### src/rtl/cl_tx_pkg.sv
// Shared constants, types and helpers for the CameraLink 7:1 transmit path.
package cl_tx_pkg;

    localparam int CL_BITS_PER_WORD = 7;
    localparam int CL_LANES         = 4;
    localparam int CL_MAX_LANES     = 16;
    localparam int CL_MAX_BITS      = CL_BITS_PER_WORD * CL_MAX_LANES;

    localparam logic [CL_BITS_PER_WORD-1:0] CL_CLK_PATTERN = 7'b1100011;

    typedef logic [CL_BITS_PER_WORD*CL_LANES-1:0] cl_word_t;

    // Narrower words are zero-extended by the caller so one helper serves any lane count.
    function automatic logic [CL_BITS_PER_WORD-1:0] lane_slice(
        input logic [CL_MAX_BITS-1:0] word,
        input int unsigned            lane
    );
        return word[CL_BITS_PER_WORD*lane +: CL_BITS_PER_WORD];
    endfunction

endpackage

### src/rtl/cl_tx_serializer_7to1_lane_shift7.sv
// 7-bit parallel-load, MSB-first shift register used for every serial lane.
module cl_lane_shift7
    import cl_tx_pkg::*;
(
    input  logic                        clk,
    input  logic                        rst,
    input  logic                        load,
    input  logic [CL_BITS_PER_WORD-1:0] d,
    output logic [CL_BITS_PER_WORD-1:0] q
);

    // NOTE: registers are written with <= so every flop samples the pre-edge value of its neighbours.
    always_ff @(posedge clk) begin
        if (rst) begin
            q <= '0;
        end else if (load) begin
            q <= d;
        end else begin
            q <= {q[CL_BITS_PER_WORD-2:0], 1'b0};
        end
    end

endmodule

### src/rtl/cl_tx_serializer_7to1.sv
// CameraLink 7:1 transmit serializer: valid/ready word intake, single hold slot,
// LANES data shifters plus a clock-lane pattern shifter, all in the bit clock domain.
module cl_tx_serializer_7to1
    import cl_tx_pkg::*;
#(
    parameter int                     LANES       = CL_LANES,
    parameter logic [6:0]             CLK_PATTERN = CL_CLK_PATTERN,
    parameter logic [7*LANES-1:0]     IDLE_WORD   = '0
) (
    input  logic                 clk,
    input  logic                 rst,
    input  logic [7*LANES-1:0]   din,
    input  logic                 din_valid,
    output logic                 din_ready,
    output logic [LANES-1:0]     sdata,
    output logic                 sclk_lane,
    output logic                 underflow
);

    localparam logic [2:0] PH_FIRST = 3'd0;
    localparam logic [2:0] PH_LOAD  = 3'd6;

    logic [2:0]         phase;
    logic               load_edge;
    logic               accept;
    logic               hold_full;
    logic               started;
    logic [7*LANES-1:0] hold;
    logic [7*LANES-1:0] load_word;
    logic [CL_MAX_BITS-1:0] load_ext;
    logic [6:0]         lane_q [LANES];
    logic [6:0]         pattern_q;

    assign load_edge = (phase == PH_LOAD);
    assign din_ready = !hold_full || load_edge;
    assign accept    = din_valid && din_ready;
    assign load_word = hold_full ? hold : IDLE_WORD;
    assign load_ext  = CL_MAX_BITS'(load_word);

    always_ff @(posedge clk) begin
        if (rst) begin
            phase     <= PH_LOAD;
            hold_full <= 1'b0;
            started   <= 1'b0;
            underflow <= 1'b0;
        end else begin
            phase     <= load_edge ? PH_FIRST : phase + 3'd1;
            // Uses the pre-edge started, so an accept on this same edge cannot mask the pulse.
            underflow <= load_edge && !hold_full && started;
            if (accept) begin
                hold_full <= 1'b1;
                started   <= 1'b1;
            end else if (load_edge) begin
                hold_full <= 1'b0;
            end
        end
    end

    // NOTE: the hold data needs no reset; hold_full alone decides whether it is ever used.
    always_ff @(posedge clk) begin
        if (accept) begin
            hold <= din;
        end
    end

    for (genvar n = 0; n < LANES; n++) begin : g_lane
        cl_lane_shift7 u_shift (
            .clk  (clk),
            .rst  (rst),
            .load (load_edge),
            .d    (lane_slice(load_ext, n)),
            .q    (lane_q[n])
        );
        assign sdata[n] = lane_q[n][6];
    end

    cl_lane_shift7 u_clk_shift (
        .clk  (clk),
        .rst  (rst),
        .load (load_edge),
        .d    (CLK_PATTERN),
        .q    (pattern_q)
    );

    assign sclk_lane = pattern_q[6];

endmodule

### config.mk
export PLATFORM = sky130hd
export DESIGN_NAME = cl_tx_serializer_7to1
export DESIGN_NICKNAME = d
export VERILOG_FILES = /design/src/rtl/cl_tx_pkg.sv /design/src/rtl/cl_tx_serializer_7to1_lane_shift7.sv /design/src/rtl/cl_tx_serializer_7to1.sv
export SDC_FILE = /design/constraint.sdc
export NUM_CORES = 1
export LEC_CHECK = 0
export BUFFER_PORTS_ARGS = -buffer_cell sky130_fd_sc_hd__buf_4
export CORE_ASPECT_RATIO = 2
export CORE_UTILIZATION = 55
export CTS_CLUSTER_SIZE = 25
export DETAILED_ROUTE_END_ITERATION = 6
export PLACE_DENSITY = 0.81
export SYNTH_ARGS = -nofsm -noshare
export SYNTH_HDL_FRONTEND = slang
export SYNTH_SLANG_ARGS = --single-unit
### constraint.sdc
create_clock -name clk -period 4.32 [get_ports clk]
set_input_delay 0.864 -clock clk [delete_from_list [all_inputs] [get_ports clk]]
set_output_delay 0.864 -clock clk [all_outputs]
set_load 0.02 [all_outputs]
* Word-level counts from Yosys, hierarchy flattened
Cells that the tools add are included.
** Word-level totals
- Flip-flop bits (word level) :: 69
- Bits of input ports :: 31
- Output and inout port bits :: 7
- Word-level logic and storage cells :: 37
** Operators by class
- Add/subtract/negate cells :: 1
- Equality and inequality tests :: 1
- Mux-type cells :: 9
- Bitwise operators :: 2
- Reduce and logical (&&, ||, !) cells :: 8
** Operators with widths (number)
- two-way mux 7 bit :: 5
- two-way mux 28 bit :: 1
- adder 3 x 1 -> 3 bit (second input constant) :: 1
- == test 3 bit (second input constant) :: 1
- logical AND 1 bit :: 3
- two-way mux 3 bit :: 1
- OR reduction 3 bit :: 1
- two-way mux 1 bit :: 2
- inverter 1 bit :: 2
- nonzero test 2 bit :: 1
- OR reduction 2 bit :: 1
- logical NOT 1 bit :: 1
- logical OR 1 bit :: 1

* Depth between registers and ports, before layout
Gate-level depths: netlist of run 1.
- Depth in word-level cells :: 4
- Mapped depth :: 4
- Gate-level depth less buffers :: 3

* Cells and area by module
Synthesis of run 1 repeated with hierarchy kept, for this count alone.
** Unflattened totals
- Cells, all modules :: 189
- Area, all modules :: 2503.7 um^2
** Modules (own cells, without submodules)
- cl_tx_serializer_7to1 :: times used 1, cells an instance 84, area each 1283.7 um^2, seq. area each 960.9 um^2
- cl_lane_shift7 :: times used 5, cells an instance 21, area each 244.0 um^2, seq. area each 140.1 um^2

* Least setup slack after synthesis of run 1
No wires, ideal clock.
- Kind :: input to register
- Start point :: input port din_valid
- End point :: register hold[0], enable pin
- Library setup time :: 0.456 ns
- Arrival time :: 2.957 ns
- Required time :: 3.864 ns
- Slack :: 0.906 ns
- Cell stages on the path :: 1
- Path buffers :: 0
- Cell sequence :: a21boi_0
** On the way
- Word-level cells in the longest chain between the ends :: 1
** Ends and longest elaborated chain
- from (decl) :: line cl_tx_serializer_7to1.sv:13 : input logic din_valid,
- logical AND 1 bit :: line cl_tx_serializer_7to1.sv:36 : assign accept = din_valid && din_ready;
- to (signal assigned) :: line cl_tx_serializer_7to1.sv:62 : hold <= din;
- to (decl) :: line cl_tx_serializer_7to1.sv:28 : logic [7*LANES-1:0] hold;
Every way passes these cells.
A chain may end at the register's enable or synchronous reset.

* Worst setup path after layout of run 1
- Start point :: register hold_full
- End point :: output port din_ready
** On the way
- Word-level cells in the longest chain between the ends :: 2
** Ends and longest elaborated chain
- from (decl) :: line cl_tx_serializer_7to1.sv:26 : logic hold_full;
- from (signal assigned) :: line cl_tx_serializer_7to1.sv:43 : hold_full <= 1'b0;
- from (signal assigned) :: line cl_tx_serializer_7to1.sv:51 : hold_full <= 1'b1;
- from (signal assigned) :: line cl_tx_serializer_7to1.sv:54 : hold_full <= 1'b0;
- logical NOT 1 bit :: line cl_tx_serializer_7to1.sv:35 : assign din_ready = !hold_full || load_edge;
- logical OR 1 bit :: line cl_tx_serializer_7to1.sv:35
- to (decl) :: line cl_tx_serializer_7to1.sv:14 : output logic din_ready,
Every way passes these cells.

==> results of run 1 <==
## how the worst min path moves through the flow
| stage | startpoint | to | slack (ps) | cells after the start |
|---|---|---|---|---|
| floorplan | u_clk_shift.q[4] | u_clk_shift.q[5] | 400 | 1 |
| global placement | u_clk_shift.q[4] | u_clk_shift.q[5] | 410 | 1 |
| detailed placement | u_clk_shift.q[4] | u_clk_shift.q[5] | 410 | 1 |
| CTS | u_clk_shift.q[4] | u_clk_shift.q[5] | 430 | 1 |
| global route | u_clk_shift.q[4] | u_clk_shift.q[5] | 450 | 1 |
| finish | u_clk_shift.q[0] | u_clk_shift.q[1] | 430 | 1 |
## power breakdown
| part | switching (W) | total [W] | internal [W] |
|---|---|---|---|
| Clock | 0.000214 | 0.000542 | 0.000328 |
| Combinational | 0.0000717 | 0.000132 | 0.0000608 |
| Sequential | 0.0000235 | 0.000750 | 0.000726 |
## logic make-up after synthesis
group | after synthesis | synth area share
and+or+nand+nor | 65 | 0.142
AOI/OAI and AO/OA | 32 | 0.136
DFF | 69 | 0.662
buffers and inverters | 20 | 0.0598
## metrics by stage
step / power [W] / area, µm² / util / std cells
2_1_floorplan: 0.000867 / 2510 / - / 186
3_3_place_gp: 0.000895 / 2750 / 0.633 / 264
3_5_place_dp: 0.000898 / 2750 / 0.633 / 264
4_1_cts: 0.00144 / 2960 / 0.683 / 280
5_1_grt: 0.00148 / 2960 / 0.683 / 280
6_report: 0.00142 / 2960 / 0.683 / 280
## layout by cell type, fill, tap and decap left out
master     instances
a311oi_1           1
and3_1             7
nor2_1             1
a31o_2             1
bufinv_16          1
nand2b_1          24
nor3_2             1
clkbuf_16          1
nand4bb_1          1
nor3_1             1
a211o_1            2
o22ai_2           20
clkinv_1           2
clkinv_2           1
edfxtp_1          28
nand3b_1           1
nor3b_1            1
and3b_1            2
a21o_1             3
o22ai_1            4
dfxtp_1           41
clkbuf_8          11
inv_1              3
buf_4             40
nand2_1           25
a21boi_2           1
nor2b_1            1
inv_2              1
## flip-flops by register name, summed over array words and instances, names as in the netlist
signal / flops
started: 1
hold_full: 1
u_clk_shift.q: 7
hold: 28
underflow: 1
g_lane.u_shift.q: 28
phase: 3
## layer usage
layer  vias up  global-route usage  wire length, µm  part of all wire
met5         -                   0                0                 0
met4         0               0.112               45             0.013
met3         4              0.0673              154             0.044
met2        36               0.270             1830              0.52
met1       653               0.182             1510              0.43
li1        716                   -                -                 -
## worst max-delay path, delay by kind of cell (launching register included)
kind | cells | cell delay, ps
buf+inv | 1 | 200
flops | 1 | 1040
simple gates | 1 | 100
## final cells by class
cell class,count,area (µm²),area share
sequential,69,1660,0.561
multi-input combinational,97,701,0.236
timing repair buffer,40,300,0.101
clock buffer,12,176,0.0595
tap,54,67.6,0.0228
clock inverter,4,42.5,0.0144
inverter,4,15.0,0.00507
==> impl_metrics.yaml, run 1 <==
setup_path:
  path_max_fanout: 33
  start_kind: "flip-flop"
  cp_cell_sequence: "nand2_1 > buf_4"
  worstReg2RegEnd: "hold[8]"
  startpoint: "hold_full"
  crit_end: "din_ready"
  reg2reg_slack_ps: 2620
  slowest_delay_ps: 1040
  critPathCaptureType: "output pin"
  r2r_cells: 2
  rr_startpoint: "hold_full"
  arrival_ps: 1680
  critPathKind: "flip-flop to output pin"
  cp.required_ps: 3460
  crit_slowest_cell: "dfxtp_1"
synth:
  ys_seq_elements: 69
  synth_most_common_cell: "dfxtp_1"
  synth_top_area_frac: 0.335
  synth_edf_count: 28
  synth_top_area_cell: "edfxtp_1"
  yosysSeqAreaShare: 0.662
  syn_avg_cell_area_um2: 13.5
  synth_cell_type_count: 27
  synthArstFlopShare: 0
  syn-cell-area_um2: 2510
  synth_cells: 186
  synth.top_cells.by_count: "41 x dfxtp_1, 28 x edfxtp_1, 25 x nand2_1, 24 x nand2b_1, 20 x o22ai_2"
  ys.flop_type: "dfxtp_1"
  yosys-top-cells-area: "edfxtp_1 34%, dfxtp_1 33%, o22ai_2 10%"
  syn-num-nets: 217
  yosys_warnings: 0
clock_network:
  clk_path_buf_depth: 2
  root_buffer: "clkbuf_8"
  post_cts_buffers: 0
  clkSinkCount: 69
  clkSlewWorstSetupHoldPaths_ps: 60
  cts_tree: "built"
  insertion_delay_ps: 330
  cts_buffers: 9
  hold_buffers: 0
  cts_htree_levels: 3
  cts_resized: 0
place:
  globalplace.congestion: 0.741
  io_buffers: 37
  dp.final_hpwl_mm: 2.18
  pre_cts_ws_ps: 2120
power_and_ir_drop:
  leakagePower_nw: 1.16
  powerDensity_nw_per_um2: 481
  ir_drop_mv: 0.418
die:
  dieArea_um2: 4850
  die_h_um: 97.5
  die_x_um: 49.8
  io-pin-count: 38
  start_util: 0.578
  coreArea_um2: 4340
  rows: 34
final_layout:
  n_fill_cell: 332
  nNetsFinal: 252
  diodes: 0
  area_growth_pct: 18.2
  drive_gt1_frac: 0.345
routing:
  routed_wl_mm: 3.54
  drt_pass1_iterations: 5
  wire_per_inst_um: 12.6
  vias_per_cell: 5.03
  drcViolationCount: 0
  ant_nets: 0
  drt_iter0_drc: 59
  vias: 1409
timing:
  setup_tns_ps: 0
  hold_ws_ps: 433
  maxSlewViolCount: 0
  finalCritPeriodShare: 0.589
  fin_worst_skew_ps: 9.44
  finalSetupViolations: 0
  hold_violations: 0
  rsz0062_at_grt: "false"
  min_period_ps: 2540
  setup_ws_ps: 1780
  maxSlewHeadroom: 0.268
  worst_pin_slew_ps: 1100
  max_freq_ghz: 0.393
global_routing:
  grt_pass1_wl_mm: 5.89
  grt_pass1_vias: 1369
  antenna_found_initial: 0
  grt_use_total: 0.170
  overflow: 0
  grt_max_degree: 34
job:
  maxCapViolCount: 0
outcome:
  status: "completed"
min_path:
  min_path_type: "flip-flop to flip-flop"
(Power assumes the default switching activity.)
==> run 2: changes to the inputs <==
==> constraint.sdc (replaced) <==
create_clock -name clk -period 2.6 [get_ports clk]
set_input_delay 0.52 -clock clk [delete_from_list [all_inputs] [get_ports clk]]
set_output_delay 0.52 -clock clk [all_outputs]
set_load 0.02 [all_outputs]
==> run 2 against run 1 <==
Net effect:
- wire length increased by 1.5%
- cell count grew 0.71%
- sequential cell count unchanged
- global-route usage grew 0.16 points
- power increased by 51%
- clock-buffer cell count up 2
- hold slack worse by 67 ps
==> impl_metrics.yaml, run 2 (synthesis results as in run 1) <==
global_routing:
  antenna_found_initial: 0
  grt_use_total: 0.172
  overflow: 0
  grt_max_degree: 32
  grt_pass1_vias: 1425
  grt_pass1_wl_mm: 6.11
clock_network:
  clkSinkCount: 69
  cts_buffers: 9
  hold_buffers: 0
  insertion_delay_ps: 330
  cts_resized: 0
  clkSlewWorstSetupHoldPaths_ps: 70
  cts_tree: "built"
  root_buffer: "clkbuf_8"
  cts_htree_levels: 3
  clk_path_buf_depth: 2
  post_cts_buffers: 0
setup_path:
  critPathCaptureType: "output pin"
  reg2reg_slack_ps: 1050
  critPathKind: "flip-flop to output pin"
  worstReg2RegEnd: "hold[0]"
  path_max_fanout: 7
  cp.required_ps: 2080
  start_kind: "flip-flop"
  rr_startpoint: "phase[0]"
  arrival_ps: 1280
  r2r_cells: 3
die:
  die_h_um: 97.5
  coreArea_um2: 4340
  die_x_um: 49.8
  dieArea_um2: 4850
  rows: 34
  start_util: 0.578
  io-pin-count: 38
place:
  globalplace.congestion: 0.727
  io_buffers: 37
  dp_cells: 266
  dp.final_hpwl_mm: 2.26
  pre_cts_ws_ps: 751
timing:
  finalCritPeriodShare: 0.690
  worst_pin_slew_ps: 489
  finalSetupViolations: 0
  setup_tns_ps: 0
  maxSlewHeadroom: 0.672
  hold_violations: 0
  min_period_ps: 1800
  rsz0062_at_grt: "false"
  max_freq_ghz: 0.557
  fin_worst_skew_ps: 8.30
  setup_ws_ps: 805
  maxSlewViolCount: 0
power_and_ir_drop:
  clockPowerShare: 0.316
  leakagePower_nw: 1.14
  powerDensity_nw_per_um2: 739
  ir_drop_mv: 0.508
  sequentialPowerShare: 0.573
  combinationalPowerShare: 0.111
  swShare: 0.231
  p_int_w: 0.00166
  power_switching_w: 0.000497
min_path:
  hold_depth: 1
  hp-start: "din[25]"
  hold_end: "hold[25]"
  min_path_type: "input pin to flip-flop"
routing:
  vias_per_cell: 5.13
  vias: 1446
  drt_pass1_iterations: 3
  drt_iter0_drc: 16
  drcViolationCount: 0
  wire_per_inst_um: 12.7
  routed_wl_mm: 3.59
  ant_nets: 0
final_layout:
  drive_gt1_frac: 0.338
  nNetsFinal: 254
  diodes: 0
  fin_cells: 282
  final_common_cell: "buf_4"
  top_regs: "g_lane.u_shift.q (28), hold (28), u_clk_shift.q (7)"
  layout_common_cells: "42 x buf_4, 41 x dfxtp_1, 28 x edfxtp_1"
  area_growth_pct: 16.1
  fin_util: 0.671
outcome:
  status: "completed"
job:
  maxCapViolCount: 0
==> run 2: worst max-delay path by stage <==
| stage | cells past startpoint | endpoint | slack, ps | start |
|---|---|---|---|---|
| after floorplan | 2 | hold[0] | 190 | phase[0] |
| after global placement | 4 | g_lane[2].u_shift.q[2] | 780 | rst |
| after detailed placement | 4 | g_lane[2].u_shift.q[3] | 750 | rst |
| after CTS | 3 | din_ready | 770 | phase[0] |
| after global routing | 3 | din_ready | 700 | phase[2] |
| final | 3 | din_ready | 800 | phase[0] |
==> run 2: worst max-delay path: stages, from the launching register on <==
cell,delay (ps)
dfxtp_1,360
nand3b_1,310
nand2_1,140
buf_4,140
==> run 2: power by group through the flow <==
stage	logic, W	clock network, W	registers (W)
after floorplan	0.000185	0	0.00125
after global placement	0.000237	0	0.00125
after detailed placement	0.000240	0	0.00126
after CTS	0.000241	0.000706	0.00123
after global routing	0.000260	0.000751	0.00124
final	0.000239	0.000681	0.00123
==> run 2: through the flow <==
stage,total power (W),cell area (µm²),hold slack [ps]
CTS,0.00218,2910,344
global route,0.00225,2910,335
finish,0.00215,2910,366
detailed placement,0.00150,2760,416
global placement,0.00149,2760,410
floorplan,0.00144,2510,403
==> run 2: cell type report <==
cell class | instances | area [µm²]
Sequential cell | 69 | 1660
Fill cell | 362 | 1430
Multi-Input combinational cell | 97 | 701
Timing Repair Buffer | 42 | 315
Clock buffer | 14 | 143
Tap cell | 54 | 67.6
Inverter | 4 | 15.0
Clock inverter | 2 | 10.0
==> run 2: metal layers <==
metal | share of wire | routed length (µm) | track usage
met5 | 0 | 0 | 0
met4 | 0.025 | 89 | 0.0989
met2 | 0.51 | 1830 | 0.282
met1 | 0.43 | 1530 | 0.186
met3 | 0.039 | 139 | 0.0610
